`src/rtl/uart_pkg.sv`:
```
`default_nettype none
// ============================================================================
//  Module      : uart_pkg
//  Description : Shared types, constants and helpers for the UART receive path.
//  Revision    : 1.0  initial release
// ============================================================================
package uart_pkg;

  localparam int   DATA_BITS  = 8;
  localparam logic IDLE_LEVEL = 1'b1;

  typedef enum logic [2:0] {
    RX_IDLE  = 3'd0,
    RX_START = 3'd1,
    RX_DATA  = 3'd2,
    RX_STOP  = 3'd3,
    RX_BREAK = 3'd4
  } rx_state_t;

  // Clocks per oversample tick, rounded to the nearest integer.
  function automatic int calc_div(input int clk_freq, input int baud, input int oversample);
    int den;
    den = baud * oversample;
    return (clk_freq + den / 2) / den;
  endfunction

endpackage : uart_pkg
`default_nettype wire

```
`src/rtl/uart_receiver_if.sv`:
```
`default_nettype none
// ============================================================================
//  Module      : uart_receiver_if
//  Description : Serial input and received-byte strobe bundle of the UART RX.
//  Revision    : 1.0  initial release
// ============================================================================
interface uart_receiver_if;
  import uart_pkg::*;

  logic                 RxD;
  logic [DATA_BITS-1:0] data;
  logic                 valid;
  logic                 frame_err;
  logic                 busy;

  // Receiver side: samples the line, drives the byte and status strobes.
  modport master (
    input  RxD,
    output data,
    output valid,
    output frame_err,
    output busy
  );

  // Line driver / consumer side.
  modport slave (
    output RxD,
    input  data,
    input  valid,
    input  frame_err,
    input  busy
  );

endinterface : uart_receiver_if
`default_nettype wire

```
`src/rtl/uart_rx_tick.sv`:
```
`default_nettype none
// ============================================================================
//  Module      : uart_rx_tick
//  Description : Oversample tick divider, one-clk tick every DIV clocks while
//                enabled, with a synchronous clear to re-align its phase.
//  Revision    : 1.0  initial release
// ============================================================================
module uart_rx_tick #(
  parameter int DIV = 27
) (
  input  logic clk,
  input  logic rst_n,
  input  logic en,
  input  logic clr,
  output logic tick
);

  localparam int              CNT_W = (DIV > 1) ? $clog2(DIV) : 1;
  localparam logic [CNT_W-1:0] LAST = CNT_W'(DIV - 1);

  logic [CNT_W-1:0] cnt_q;
  logic [CNT_W-1:0] cnt_d;

  assign tick = en && (cnt_q == LAST);

  // Next count: clear wins, hold at zero while disabled, wrap at DIV-1.
  always_comb begin
    cnt_d = cnt_q;
    if (clr || !en) begin
      cnt_d = '0;
    end else if (cnt_q == LAST) begin
      cnt_d = '0;
    end else begin
      cnt_d = cnt_q + CNT_W'(1);
    end
  end

  // Divider register.
  always_ff @(posedge clk or negedge rst_n) begin
    if (!rst_n) begin
      cnt_q <= '0;
    end else begin
      cnt_q <= cnt_d;
    end
  end

endmodule : uart_rx_tick
`default_nettype wire

```
`src/rtl/uart_receiver.sv`:
```
`default_nettype none
// ============================================================================
//  Module      : uart_receiver
//  Description : 8N1 UART receiver. Synchronises RxD, qualifies the start bit
//                at mid-bit, samples data LSB first at mid-bit and strobes
//                valid (good stop) or frame_err (low stop) for one clock.
//  Revision    : 1.0  initial release
// ============================================================================
module uart_receiver
  import uart_pkg::*;
#(
  parameter int CLK_FREQ   = 50_000_000,
  parameter int BAUD       = 115200,
  parameter int OVERSAMPLE = 16
) (
  input  logic             clk,
  input  logic             rst_n,
  uart_receiver_if.master  rx
);

  localparam int DIV    = calc_div(CLK_FREQ, BAUD, OVERSAMPLE);
  localparam int SAMP_W = $clog2(OVERSAMPLE);

  localparam logic [SAMP_W-1:0] HALF_LAST = SAMP_W'(OVERSAMPLE / 2 - 1);
  localparam logic [SAMP_W-1:0] BIT_LAST  = SAMP_W'(OVERSAMPLE - 1);
  localparam logic [2:0]        IDX_LAST  = 3'(DATA_BITS - 1);

  localparam logic [2:0] ST_IDLE  = RX_IDLE;
  localparam logic [2:0] ST_START = RX_START;
  localparam logic [2:0] ST_DATA  = RX_DATA;
  localparam logic [2:0] ST_STOP  = RX_STOP;
  localparam logic [2:0] ST_BREAK = RX_BREAK;

  generate
    if ((OVERSAMPLE % 2) != 0 || OVERSAMPLE < 8 || DIV < 1) begin : g_param_check
      $error("uart_receiver: OVERSAMPLE must be even and >= 8, and DIV >= 1");
    end
  endgenerate

  // Synchroniser and edge-detect flops.
  logic sync1_q, sync2_q, sync3_q;
  logic rxs;
  logic start_edge;

  // FSM and datapath state.
  logic [2:0]           state_q,  state_d;
  logic [SAMP_W-1:0]    samp_q,   samp_d;
  logic [2:0]           idx_q,    idx_d;
  logic [DATA_BITS-1:0] shift_q,  shift_d;
  logic [DATA_BITS-1:0] data_q,   data_d;
  logic                 valid_q,  valid_d;
  logic                 ferr_q,   ferr_d;

  logic tick;
  logic tick_en;
  logic tick_clr;

  assign rxs     = sync2_q;
  assign tick_en = (state_q != ST_IDLE);

  uart_rx_tick #(
    .DIV (DIV)
  ) u_tick (
    .clk   (clk),
    .rst_n (rst_n),
    .en    (tick_en),
    .clr   (tick_clr),
    .tick  (tick)
  );

  // Two-stage synchroniser plus one delay stage for falling-edge detection.
  always_ff @(posedge clk or negedge rst_n) begin
    if (!rst_n) begin
      sync1_q <= IDLE_LEVEL;
      sync2_q <= IDLE_LEVEL;
      sync3_q <= IDLE_LEVEL;
    end else begin
      sync1_q <= rx.RxD;
      sync2_q <= sync1_q;
      sync3_q <= sync2_q;
    end
  end

  assign start_edge = (state_q == ST_IDLE) && sync3_q && !rxs;

  // Frame FSM: counts oversample ticks and samples the line at mid-bit.
  always_comb begin
    state_d  = state_q;
    samp_d   = samp_q;
    idx_d    = idx_q;
    shift_d  = shift_q;
    data_d   = data_q;
    valid_d  = 1'b0;
    ferr_d   = 1'b0;
    tick_clr = 1'b0;

    case (state_q)
      ST_IDLE: begin
        if (start_edge) begin
          state_d  = ST_START;
          samp_d   = '0;
          tick_clr = 1'b1;
        end
      end

      ST_START: begin
        if (tick) begin
          if (samp_q == HALF_LAST) begin
            samp_d = '0;
            if (!rxs) begin
              state_d = ST_DATA;
              idx_d   = '0;
            end else begin
              state_d = ST_IDLE;
            end
          end else begin
            samp_d = samp_q + SAMP_W'(1);
          end
        end
      end

      ST_DATA: begin
        if (tick) begin
          if (samp_q == BIT_LAST) begin
            samp_d         = '0;
            shift_d[idx_q] = rxs;
            if (idx_q == IDX_LAST) begin
              state_d = ST_STOP;
            end else begin
              idx_d = idx_q + 3'd1;
            end
          end else begin
            samp_d = samp_q + SAMP_W'(1);
          end
        end
      end

      ST_STOP: begin
        if (tick) begin
          if (samp_q == BIT_LAST) begin
            samp_d = '0;
            if (rxs) begin
              data_d  = shift_q;
              valid_d = 1'b1;
              state_d = ST_IDLE;
            end else begin
              ferr_d  = 1'b1;
              state_d = ST_BREAK;
            end
          end else begin
            samp_d = samp_q + SAMP_W'(1);
          end
        end
      end

      ST_BREAK: begin
        // Only a returned-high line re-arms; a held-low line is not a start.
        if (rxs) begin
          state_d = ST_IDLE;
        end
      end

      default: begin
        state_d = ST_IDLE;
        samp_d  = '0;
        idx_d   = '0;
      end
    endcase
  end

  // FSM, counter and output registers.
  always_ff @(posedge clk or negedge rst_n) begin
    if (!rst_n) begin
      state_q <= ST_IDLE;
      samp_q  <= '0;
      idx_q   <= '0;
      shift_q <= '0;
      data_q  <= '0;
      valid_q <= 1'b0;
      ferr_q  <= 1'b0;
    end else begin
      state_q <= state_d;
      samp_q  <= samp_d;
      idx_q   <= idx_d;
      shift_q <= shift_d;
      data_q  <= data_d;
      valid_q <= valid_d;
      ferr_q  <= ferr_d;
    end
  end

  assign rx.data      = data_q;
  assign rx.valid     = valid_q;
  assign rx.frame_err = ferr_q;
  assign rx.busy      = (state_q != ST_IDLE);

endmodule : uart_receiver
`default_nettype wire

```
`src/flat_wrapper.sv`:
```
// flat-port wrapper written by rule: the top's interface ports become plain ports
module uart_receiver_flat import uart_pkg::*;
#(
  parameter int CLK_FREQ   = 50_000_000,
  parameter int BAUD       = 115200,
  parameter int OVERSAMPLE = 16
)
  (clk, rst_n, rx_RxD, rx_data, rx_valid, rx_frame_err, rx_busy);
  uart_receiver_if rx_i ();
  input  logic clk;
  input  logic rst_n;
  input wire logic [$bits(rx_i.RxD)-1:0] rx_RxD;
  output wire logic [$bits(rx_i.data)-1:0] rx_data;
  output wire logic [$bits(rx_i.valid)-1:0] rx_valid;
  output wire logic [$bits(rx_i.frame_err)-1:0] rx_frame_err;
  output wire logic [$bits(rx_i.busy)-1:0] rx_busy;
  assign rx_i.RxD = rx_RxD;
  assign rx_data = rx_i.data;
  assign rx_valid = rx_i.valid;
  assign rx_frame_err = rx_i.frame_err;
  assign rx_busy = rx_i.busy;
  uart_receiver #(.CLK_FREQ(CLK_FREQ), .BAUD(BAUD), .OVERSAMPLE(OVERSAMPLE)) u_core (.clk(clk), .rst_n(rst_n), .rx(rx_i));
endmodule
```
`config.mk`:
```
export PLATFORM = sky130hd
export DESIGN_NAME = uart_receiver_flat
export DESIGN_NICKNAME = d
export VERILOG_FILES = /design/src/rtl/uart_pkg.sv /design/src/rtl/uart_receiver_if.sv /design/src/rtl/uart_rx_tick.sv /design/src/rtl/uart_receiver.sv /design/src/flat_wrapper.sv
export SDC_FILE = /design/constraint.sdc
export NUM_CORES = 1
export LEC_CHECK = 0
export ABC_AREA = 1
export BUFFER_PORTS_ARGS = -buffer_cell sky130_fd_sc_hd__buf_4
export CORE_MARGIN = 4
export CORE_UTILIZATION = 63
export CTS_CLUSTER_DIAMETER = 150
export DETAILED_ROUTE_END_ITERATION = 6
export GPL_TIMING_DRIVEN = 0
export PLACE_DENSITY = 0.86
export SLEW_MARGIN = 15
export SYNTH_ARGS = -nofsm -noshare
export SYNTH_HDL_FRONTEND = slang
export SYNTH_HIERARCHICAL = 1
export SYNTH_SLANG_ARGS = --single-unit
export TNS_END_PERCENT = 50
```
`constraint.sdc`:
```
create_clock -name clk -period 4.7 [get_ports clk]
set_clock_uncertainty 0.05 [all_clocks]
set_input_delay 0.705 -clock clk [delete_from_list [all_inputs] [get_ports clk]]
set_output_delay 0.705 -clock clk [all_outputs]
set_load 0.01 [all_outputs]
```
# Word-level counts from Yosys, hierarchy flattened
# Index checks and enable logic that the tools add are counted.
dict set report op_classes {
  bitwise 2
  add_sub_neg 3
  reduce_logical 16
  magnitude_cmp 2
  n_eq_ne 20
  n_mux 40
}
# operator n
set op_table {}
lappend op_table {{$mux W3} 16}
lappend op_table {{$mux W4} 5}
lappend op_table {{$ne A2 B1 Y1 const B} 10}
lappend op_table {{$pmux W4 S4} 1}
lappend op_table {{$pmux W3 S5} 1}
lappend op_table {{$mux W1} 11}
lappend op_table {{$mux W5} 2}
lappend op_table {{$pmux W3 S3} 1}
lappend op_table {{$reduce_and A9 Y1} 1}
lappend op_table {{$bwmux W8} 1}
lappend op_table {{$reduce_and A4 Y1} 2}
lappend op_table {{$reduce_and A7 Y1} 1}
lappend op_table {{$eq A3 B2 Y1 const B} 2}
lappend op_table {{$eq A3 B3 Y1 const B} 2}
lappend op_table {{$add A5 B1 Y5 const B} 1}
lappend op_table {{$eq A5 B5 Y1 const B} 1}
lappend op_table {{$add A4 B1 Y4 const B} 1}
lappend op_table {{$eq A4 B3 Y1 const B} 1}
lappend op_table {{$eq A4 B4 Y1 const B} 1}
lappend op_table {{$logic_and A1 B1 Y1} 4}
lappend op_table {{$lt A3 B4 Y1 const B} 1}
lappend op_table {{$ne A2 B2 Y1 const B} 2}
lappend op_table {{$add A3 B1 Y3 const B} 1}
lappend op_table {{$demux W1 S3} 1}
lappend op_table {{11 further kinds} 13}
dict set report word_totals {
  wordCells 94
  register_bits 36
}

# Depth between registers and ports, before layout
# Gate-level depths: netlist of the first run.
dict set report logic_depth {
  word_depth 7
  depth_mapped 13
  mapped_depth_nobuf 13
}

# Cells and area by module
# Netlist of the first run, hierarchy kept.
# mod instances seq_area_each_um2 cells_per_inst area_per_inst_um2
set by_module_without_submodules {}
lappend by_module_without_submodules {uart_receiver 1 779.5 193 1560.2}
lappend by_module_without_submodules {uart_rx_tick 1 125.1 31 261.5}

# Worst setup path before layout of the first run
# Ideal clock, no wire load.
dict set report synth_path {
  kind {flip-flop to flip-flop}
  start {reg u_core.state_q[1]}
  end {reg u_core.data_q[0], in the netlist u_core/rx.data[0]}
  setup_time_ps 65
  path_stages_with_launch 11
  period_less_slack_ps 1707
  required_ps 4585
  arrival_ps 1592
  n_path_buf 0
  slack_ps 2993
  cell_sequence {dfrtp_1 -> nor2_1 -> nand2_1 -> inv_1 -> nor2_1 -> nand4_2 -> inv_1 -> nand4_4 -> clkinv_4 -> nand2_1 -> nand2_1}
}
dict set report synth_between {
  elab_chain_len 3
  word_cells_on_any_way 4
  cone_classes {eq/ne: 1; reduce/logical: 3}
}
# item line_no
set synth_rtl {}
lappend synth_rtl {{start: declaration} uart_receiver.sv:46} ;# logic [2:0] state_q, state_d;
lappend synth_rtl {{start signal: assignment} uart_receiver.sv:182} ;# state_q <= state_d;
lappend synth_rtl {{$reduce_bool A3 Y1} n/a}
lappend synth_rtl {{named net rx_busy} flat_wrapper.sv:16} ;# output wire logic [$bits(rx_i.busy)-1:0] rx_busy;
lappend synth_rtl {{$logic_and A1 B1 Y1} uart_rx_tick.sv:24} ;# assign tick = en && (cnt_q == LAST);
lappend synth_rtl {{named net u_core.tick} uart_receiver.sv:54} ;# logic tick;
lappend synth_rtl {{$reduce_and A4 Y1 (no source line)} n/a}
lappend synth_rtl {{end signal: assignment} uart_receiver.sv:186} ;# data_q <= data_d;
lappend synth_rtl {{end: declaration} uart_receiver.sv:50} ;# logic [DATA_BITS-1:0] data_q, data_d;
# The timed path passes the listed nets, and every way through them passes these cells.
# A chain may end at the register's enable or synchronous reset.

# Worst setup path after layout of the first run
dict set report layout_path {
  start {reg u_core.state_q[1]}
  end {out rx_busy}
}
dict set report layout_between {
  elab_chain_len 1
}
# item line_no
set layout_rtl {}
lappend layout_rtl {{$reduce_bool A3 Y1} uart_receiver.sv:195} ;# assign rx.busy = (state_q != ST_IDLE);
lappend layout_rtl {{end: declaration} flat_wrapper.sv:16}
# No other way between the ends.

==> flow_metrics.py, run 1 <==
metrics = {
    "outcome": {
        "status": "finished, final reports clean",
    },
    "worst_setup_path": {
        "start_kind": "register",
        "cp.required_ns": 3.94,
        "worstSetupPathType": "register to output port",
        "crit_arrival_ns": 1.40,
        "r2r-start": "u_core/state_q[1]",
        "path_cells": "nor2_1 -> nand2_1 -> buf_4",
        "critPathLaunch": "u_core/state_q[1]",
        "slowest_stage": "dfrtp_1",
        "end_kind": "output port",
        "critPathTopFamily": "flip-flops",
        "critPathMaxStageDelay_ns": 0.49,
        "crit_buf_inv": 1,
        "rrSetupSlack_ns": 2.67,
        "path_max_fanout": 6,
    },
    "floorplanning": {
        "die-area_um2": 3820,
        "initial_utilization_pct": 66.1,
        "die_w_um": 61.8,
        "io-pin-count": 14,
        "coreArea_um2": 2760,
        "die_h_um": 61.8,
        "rows": 19,
    },
    "grt": {
        "track_usage_pct": 20.3,
        "grt_overflow": 0,
        "antenna_found_initial": 0,
        "first_global_vias": 1290,
        "grt_max_degree": 37,
        "grt_pass1_wl_um": 5600,
    },
    "sta": {
        "slew_viol_final": 0,
        "final.min_clock_period_ns": 2.15,
        "finalCritPeriodShare_pct": 45.8,
        "slew_headroom_pct": 71.6,
        "fmax_ghz": 0.464,
        "setup_viol": 0,
        "finalSetupTns_ns": 0,
        "setup_slack_ns": 2.55,
        "hold_viol": 0,
        "tightestPinTransition_ns": 0.425,
        "rsz0062_at_grt": "no",
    },
    "synthesis": {
        "ys_seq_elements": 36,
        "synth_fp_nets": 232,
        "ys_types": 24,
        "yosys-top-cells-area": "dfrtp_1 (45%), nand2_1 (14%), nand3_1 (8.2%)",
        "yosysTopAreaCell": "dfrtp_1",
        "synth_flop_cell": "dfrtp_1",
        "avgSynthCellArea_um2": 8.13,
        "syn-instance-count": 224,
        "async_flop_share_pct": 100,
        "synth_area_um2": 1820,
        "synth_edf_count": 0,
        "ys_seq_area_share_pct": 49.7,
        "yosysTopAreaCellShare_pct": 45.3,
        "ys_warn_count": 6,
    },
    "pwr": {
        "p_sw_share_pct": 40.6,
        "leakage_nw": 1.08,
        "total_power_w": 0.000851,
        "power_switching_w": 0.000346,
        "intPower_w": 0.000505,
        "clock_power_share_pct": 18.6,
        "powerDensity_nw_per_um2": 422,
        "max-vdd-ir-drop_mv": 0.372,
        "p_seq_share_pct": 44.9,
        "power_frac_comb_pct": 36.5,
    },
    "cells_and_area": {
        "syn_to_final_growth_pct": 10.6,
        "layout_common_cells": "nand2_1 (67), dfrtp_1 (33), nand3_1 (30), nor2_1 (26), inv_1 (21)",
        "antenna_cells": 0,
        "layout.nets": 252,
        "final_common_cell": "nand2_1",
        "final_util_pct": 73.0,
        "drive_above_1_share_pct": 16.7,
    },
    "cts": {
        "htree_levels": 2,
        "root_buffer": "clkbuf_4",
        "hold_buffers": 0,
        "cts-buffers-inserted": 5,
        "cts_buffer_depth": 2,
        "cts_setup_buffers": 0,
        "cts_tree": "yes",
        "cts_resized": 0,
        "clk_latency_ns": 0.33,
        "numClockSinks": 36,
        "clkTransAtPathRegs_ns": 0.11,
    },
    "placement": {
        "hpwl_um": 2340,
        "dp_slack_ns": 2.74,
        "gp_congestion": 0.931,
        "portBuffers": 13,
    },
    "detailed_routing": {
        "antenna_left": 0,
        "routed_wl_um": 3270,
        "drcViolationCount": 0,
        "wl_per_cell_um": 11.8,
        "num_vias": 1468,
        "drt_iter0_markers": 113,
        "routed_via_density": 5.32,
        "detail_route.first_pass.iterations": 6,
    },
    "flow_run": {
        "cap_violations": 0,
    },
    "min_path": {
        "hp-class": "input port to async pin",
    },
}
flip-flops by register name, indices dropped and copies added (netlist names), 3 cells and up:
register / count
u_core/state_q: 3
u_core/rx.data: 8
u_core/idx_q: 3
u_core/shift_q: 8
u_core/u_tick/cnt_q: 5
u_core/samp_q: 4
cell families (layout without fill, tap and decap cells):
logic type,Yosys count,in the layout,synth area share (%)
simple gates,135,135,34.1
compound gates,17,17,4.88
xor+xnor,3,3,1.44
buf+inv,28,49,6.52
flops,36,36,49.7
fa+ha+maj,5,5,3.43
power groups by stage:
| stage | clock network, W | logic (W) | registers [W] |
|---|---|---|---|
| floorplan | 0 | 0.000240 | 0.000380 |
| global placement | 0 | 0.000294 | 0.000387 |
| detailed placement | 0 | 0.000304 | 0.000388 |
| CTS | 0.000166 | 0.000309 | 0.000382 |
| global route | 0.000182 | 0.000354 | 0.000389 |
| finish | 0.000158 | 0.000310 | 0.000382 |
stage by stage:
step	std cells	hold slack, ns	area, um2
after floorplan	224	0.295	1820
after global placement	268	0.301	1960
after detailed placement	268	0.302	1960
after CTS	276	0.252	2010
after global routing	276	0.252	2010
final	276	0.251	2010
worst paths after layout:
path,depth (start not counted),to
min in group clk,0,u_core/rxs
max in group asynchronous,1,u_core/sync1_q
max reg2reg,10,u_core/rx.data[0]
min,1,u_core/u_tick/cnt_q[4]
min reg2reg,0,u_core/rxs
max,3,rx_busy
cell usage after synthesis, types with 2 or more instances:
master / n
xor2_1: 2
nor2_4: 2
nand4_1: 2
ha_1: 5
inv_2: 3
dfrtp_1: 33
nor2_1: 26
nand3_1: 30
nand2_1: 67
nand2_2: 4
o21ai_0: 15
dfstp_2: 3
inv_1: 21
cell type report:
class,count,area (um2)
Sequential cell,36,905
Fill cell,224,743
Timing Repair Buffer,13,97.6
Inverter,25,98.8
Multi-Input combinational cell,160,798
Clock inverter,3,18.8
Buffer,3,20.0
Tap cell,31,38.8
Clock buffer,5,37.5
metal layers:
layer | global-route usage, % | share of wire (%)
met1 | 25.3 | 45
met3 | 5.58 | 5.8
met5 | 0 | 0
met4 | 9.09 | 3.7
met2 | 33.2 | 45
Power figures use the tool's default switching activity.
==> run 2, diff against run 1 <==
--- a/config.mk
+++ b/config.mk
@@ -8,11 +8,11 @@
 export ABC_AREA = 1
 export BUFFER_PORTS_ARGS = -buffer_cell sky130_fd_sc_hd__buf_4
 export CORE_MARGIN = 4
-export CORE_UTILIZATION = 63
+export CORE_UTILIZATION = 59
 export CTS_CLUSTER_DIAMETER = 150
 export DETAILED_ROUTE_END_ITERATION = 6
 export GPL_TIMING_DRIVEN = 0
-export PLACE_DENSITY = 0.86
+export PLACE_DENSITY = 0.82
 export SLEW_MARGIN = 15
 export SYNTH_ARGS = -nofsm -noshare
 export SYNTH_HDL_FRONTEND = slang
==> constraint.sdc (replaced) <==
create_clock -name clk -period 2 [get_ports clk]
set_clock_uncertainty 0.05 [all_clocks]
set_input_delay 0.3 -clock clk [delete_from_list [all_inputs] [get_ports clk]]
set_output_delay 0.3 -clock clk [all_outputs]
set_load 0.01 [all_outputs]
==> flow_metrics.py, run 2 (synthesis results as in run 1) <==
metrics = {
    "cells_and_area": {
        "drive_above_1_share_pct": 19.0,
        "final_common_cell": "nand2_1",
        "layout.nets": 255,
        "antenna_cells": 0,
        "layout_common_cells": "nand2_1 (67), dfrtp_1 (31), nand3_1 (30), nor2_1 (25), inv_1 (20)",
        "final_util_pct": 73.4,
        "syn_to_final_growth_pct": 14.9,
    },
    "worst_setup_path": {
        "cp.required_ns": 2.23,
        "critPathMaxStageDelay_ns": 0.44,
        "worstSetupPathType": "register to register",
        "slowest_stage": "dfrtp_1",
        "path_max_fanout": 9,
        "critPathTopFamily": "simple AND/OR/NAND/NOR gates",
        "path_cells": "inv_1 -> ha_1 -> nand2_1 -> inv_1 -> nand2_2 -> nor2_4 -> nand4_4 -> inv_2 -> nand4_4 -> clkinv_4 -> nand2_1 -> nand2_1",
        "crit_path_frequent_cell": "nand2_1",
        "crit_buf_inv": 4,
        "end_kind": "register",
        "crit_arrival_ns": 2.06,
        "start_kind": "register",
    },
    "grt": {
        "antenna_found_initial": 0,
        "grt_pass1_wl_um": 5660,
        "grt_max_degree": 37,
        "track_usage_pct": 17.8,
        "grt_overflow": 0,
        "first_global_vias": 1331,
    },
    "sta": {
        "rsz0062_at_grt": "no",
        "finalSetupTns_ns": 0,
        "slew_viol_final": 0,
        "setup_viol": 0,
        "tightestPinTransition_ns": 0.444,
        "fmax_ghz": 0.545,
        "finalCritPeriodShare_pct": 91.8,
        "hold_viol": 0,
        "final.min_clock_period_ns": 1.84,
        "finalHoldWorstSlack_ns": 0.322,
        "slew_headroom_pct": 70.4,
    },
    "detailed_routing": {
        "num_vias": 1473,
        "detail_route.first_pass.iterations": 4,
        "routed_wl_um": 3340,
        "drcViolationCount": 0,
        "antenna_left": 0,
        "routed_via_density": 5.28,
        "wl_per_cell_um": 12.0,
        "drt_iter0_markers": 85,
    },
    "cts": {
        "htree_levels": 2,
        "cts-buffers-inserted": 5,
        "clk_latency_ns": 0.34,
        "root_buffer": "clkbuf_4",
        "clkTransAtPathRegs_ns": 0.11,
        "cts_tree": "yes",
        "numClockSinks": 36,
        "cts_buffer_depth": 2,
    },
    "placement": {
        "portBuffers": 13,
        "gp_congestion": 0.866,
        "hpwl_um": 2270,
    },
    "pwr": {
        "max-vdd-ir-drop_mv": 0.664,
        "power_switching_w": 0.000832,
        "power_frac_comb_pct": 34.8,
        "leakage_nw": 1.10,
        "p_seq_share_pct": 41.8,
        "powerDensity_nw_per_um2": 1030,
        "clock_power_share_pct": 23.4,
        "intPower_w": 0.00132,
        "p_sw_share_pct": 38.6,
    },
    "floorplanning": {
        "die_h_um": 63.6,
        "io-pin-count": 14,
        "rows": 19,
        "die-area_um2": 4040,
        "die_w_um": 63.6,
        "coreArea_um2": 2850,
        "initial_utilization_pct": 63.9,
    },
    "min_path": {
        "hp-class": "register to register",
    },
    "flow_run": {
        "cap_violations": 0,
    },
    "outcome": {
        "status": "finished, final reports clean",
    },
}
-- run 2: metal layers --
metal / GRT usage [%] / part of all wire [%]
met2: 26.5 / 45
met5: 0 / 0
met4: 9.43 / 1.7
met3: 4.44 / 3.5
met1: 23.9 / 50
-- run 2: what timing repair did --
item                                    4_1_cts  5_1_grt
hold buffers                                  2        0
setup buffers                                 0        0
hold endpoints to repair                     34        0
cloned                                        0        1
endpoints found under the setup margin        8       19
resized for setup                             1        6
pin swaps                                     0        1
-- run 2: through the flow --
stage	std cells	power (W)	instance area [um2]	worst slack [ns]
after floorplan	224	0.00146	1820	0.293
final	279	0.00215	2090	0.164
after CTS	278	0.00213	2060	0.0250
after global placement	268	0.00160	1960	0.0475
after global routing	279	0.00232	2090	0.0185
after detailed placement	268	0.00162	1960	0.00411
-- run 2: final timing paths --
path                                              from                     end  slack, ns  depth (start not counted)
worst min register to register          u_core/sync1_q              u_core/rxs       0.32                          0
worst max-delay path            u_core/u_tick/cnt_q[0]       u_core/rx.data[2]       0.16                         12
min in group asynchronous                        rst_n  u_core/u_tick/cnt_q[3]       0.39                          2
max in group asynchronous                        rst_n              u_core/rxs       1.17                          2
worst max register to register  u_core/u_tick/cnt_q[0]       u_core/rx.data[2]       0.16                         12
worst min-delay path                    u_core/sync1_q              u_core/rxs       0.32                          0
-- run 2: worst register-to-register path, stage by stage (launching register included) --
cell and delay, ns:
dfrtp_1 0.44, inv_1 0.08, ha_1 0.15, nand2_1 0.05
inv_1 0.06, nand2_2 0.09, nor2_4 0.15, nand4_4 0.15
inv_2 0.14, nand4_4 0.18, clkinv_4 0.13, nand2_1 0.06
nand2_1 0.06
-- run 2: area by class of cell --
type,instances,area (um2)
plain buffers,3,20.0
clock buffers,5,37.5
clock inverters,3,42.5
fillers,214,759
inverters,25,98.8
multi-input cells,161,831
flip-flops and latches,36,907
well taps,31,38.8
repair buffers,15,118
-- run 2: power by group through the flow --
stage,Clock (W),Combinational (W),Sequential (W)
global placement,0,0.000695,0.000909
CTS,0.000521,0.000716,0.000897
finish,0.000505,0.000749,0.000900
detailed placement,0,0.000707,0.000912
global route,0.000559,0.000849,0.000914
floorplan,0,0.000564,0.000893
==> run 3, diff against run 2 <==
--- a/config.mk
+++ b/config.mk
@@ -8,11 +8,11 @@
 export ABC_AREA = 1
 export BUFFER_PORTS_ARGS = -buffer_cell sky130_fd_sc_hd__buf_4
 export CORE_MARGIN = 4
-export CORE_UTILIZATION = 59
+export CORE_UTILIZATION = 53
 export CTS_CLUSTER_DIAMETER = 150
 export DETAILED_ROUTE_END_ITERATION = 6
 export GPL_TIMING_DRIVEN = 0
-export PLACE_DENSITY = 0.82
+export PLACE_DENSITY = 0.78
 export SLEW_MARGIN = 15
 export SYNTH_ARGS = -nofsm -noshare
 export SYNTH_HDL_FRONTEND = slang
==> constraint.sdc (replaced) <==
create_clock -name clk -period 1.67 [get_ports clk]
set_clock_uncertainty 0.05 [all_clocks]
set_input_delay 0.2505 -clock clk [delete_from_list [all_inputs] [get_ports clk]]
set_output_delay 0.2505 -clock clk [all_outputs]
set_load 0.01 [all_outputs]
==> flow_metrics.py, run 3 (synthesis results as in run 1) <==
metrics = {
    "floorplanning": {
        "rows": 21,
        "io-pin-count": 14,
        "die-area_um2": 4440,
        "initial_utilization_pct": 54.6,
        "die_w_um": 66.6,
        "die_h_um": 66.6,
        "coreArea_um2": 3340,
    },
    "sta": {
        "setup_viol": 24,
        "fmax_ghz": 0.563,
        "slew_viol_final": 0,
        "finalSetupTns_ns": -1.31,
        "slew_headroom_pct": 70.1,
        "rsz0062_at_grt": "yes",
        "setup_slack_ns": -0.107,
        "finalHoldWorstSlack_ns": 0.313,
        "hold_viol": 0,
        "finalCritPeriodShare_pct": 106,
        "final.min_clock_period_ns": 1.78,
        "tightestPinTransition_ns": 0.448,
    },
    "detailed_routing": {
        "routed_wl_um": 3790,
        "detail_route.first_pass.iterations": 4,
        "num_vias": 1557,
        "routed_via_density": 5.04,
        "antenna_left": 0,
        "wl_per_cell_um": 12.3,
        "drt_iter0_markers": 86,
        "drcViolationCount": 0,
    },
    "worst_setup_path": {
        "path_max_fanout": 8,
        "crit_buf_inv": 5,
        "end_kind": "register",
        "path_cells": "inv_1 -> ha_1 -> nand2_1 -> inv_1 -> nand2_2 -> nor2_4 -> buf_4 -> inv_1 -> nand3_1 -> nand2_1 -> inv_2 -> nand2_4 -> o21ai_0",
        "slowest_stage": "dfrtp_1",
        "crit_arrival_ns": 2.00,
        "crit_path_frequent_cell": "inv_1",
        "critPathTopFamily": "simple AND/OR/NAND/NOR gates",
        "critPathMaxStageDelay_ns": 0.41,
        "cp.required_ns": 1.89,
        "worstSetupPathType": "register to register",
        "start_kind": "register",
    },
    "grt": {
        "use_met1_pct": 23.9,
        "met3_usage_pct": 5.06,
        "grt_overflow": 0,
        "grt_pass1_wl_um": 6330,
        "first_global_vias": 1410,
        "track_usage_pct": 19.3,
        "antenna_found_initial": 0,
        "grt_max_degree": 37,
        "grt-busiest-layer": "met2",
        "use_met2_pct": 31.4,
    },
    "cts": {
        "clkTransAtPathRegs_ns": 0.11,
        "clk_latency_ns": 0.35,
        "cts_buffer_depth": 2,
        "root_buffer": "clkbuf_4",
        "htree_levels": 2,
        "cts_tree": "yes",
        "cts-buffers-inserted": 5,
        "numClockSinks": 36,
    },
    "cells_and_area": {
        "finish.instance_area_um2": 2280,
        "layout.nets": 270,
        "syn_to_final_growth_pct": 25.2,
        "layout_common_cells": "nand2_1 (61), dfrtp_1 (31), buf_4 (26), nand3_1 (25), nor2_1 (23)",
        "final_common_cell": "nand2_1",
        "antenna_cells": 0,
        "drive_above_1_share_pct": 29.3,
    },
    "min_path": {
        "hp-class": "register to register",
    },
    "placement": {
        "portBuffers": 13,
        "gp_congestion": 0.901,
        "dpl-instance-area_um2": 1980,
        "hpwl_um": 2260,
    },
    "flow_run": {
        "cap_violations": 0,
    },
    "outcome": {
        "status": "finished, violations left",
        "failed_checks": "setup timing",
    },
    "pwr": {
        "powerDensity_nw_per_um2": 1180,
        "leakage_nw": 1.17,
        "total_power_w": 0.00270,
        "max-vdd-ir-drop_mv": 0.736,
    },
}
[run 3: cell count changes in the layout (fill, tap and decap cells not counted), moves of 2 or more]
| cell | before | now |
|---|---|---|
| nand2_1 | 67 | 61 |
| buf_4 | 13 | 26 |
| nand3_1 | 30 | 25 |
| nor2_4 | 3 | 5 |
| nand3_2 | 1 | 6 |
| clkinv_2 | 1 | 3 |
| o21ai_1 | 0 | 3 |
| nor2_1 | 25 | 23 |
| inv_1 | 20 | 18 |
| o21ai_0 | 15 | 12 |
| nand2_2 | 4 | 9 |
[run 3: where the power goes]
part	leakage (nW)	internal, W	switching (W)	total, W
sequential	0.483	0.000972	0.000101	0.00107
combinational	0.657	0.000433	0.000727	0.00116
clock	0.0349	0.000161	0.000308	0.000470
[run 3: path summary, 6_finish.rpt]
check / from / cells after the start / slack, ns / to
max in group asynchronous: rst_n / 2 / 0.89 / u_core/rxs
worst max register to register: u_core/u_tick/cnt_q[0] / 13 / -0.11 / u_core/samp_q[0]
worst min-delay path: u_core/sync1_q / 0 / 0.31 / u_core/rxs
worst min register to register: u_core/sync1_q / 0 / 0.31 / u_core/rxs
worst max-delay path: u_core/u_tick/cnt_q[0] / 13 / -0.11 / u_core/samp_q[0]
min in group asynchronous: rst_n / 2 / 0.32 / u_core/rx.data[3]
[run 3: area by class of cell]
cell class / instances / area, um2
fill: 261 / 1060
sequential: 36 / 907
multi-input combinational: 161 / 907
timing repair buffer: 29 / 226
inverter: 25 / 101
tap: 46 / 57.6
clock buffer: 5 / 37.5
buffer: 3 / 20.0
clock inverter: 3 / 18.8
timing repair inverter: 1 / 5.00
[run 3: stage by stage]
stage	utilization, %	instances	setup WS [ns]
detailed placement	59.4	283	-0.282
finish	68.4	309	-0.107
global placement	59.4	283	-0.227
floorplan	-	224	0.000667
CTS	64.5	300	-0.0659
global route	68.4	309	-0.236
[run 3: metal layers]
metal / vias up / share of wire [%] / routed length [um]
li1: 801 / - / -
met1: 715 / 45 / 1700
met2: 32 / 49 / 1840
met3: 9 / 4.3 / 163
met4: 0 / 2.4 / 89
met5: - / 0 / 0
[run 3: repair_timing]
| action | CTS | global route |
|---|---|---|
| gates resized for setup | 14 | 16 |
| setup endpoints to repair | 27 | 27 |
| buffers inserted | 5 | 9 |
| hold endpoints to repair | 34 | 0 |
| pin swaps | 4 | 6 |
| gates cloned | 2 | 0 |
| hold buffers | 2 | 0 |
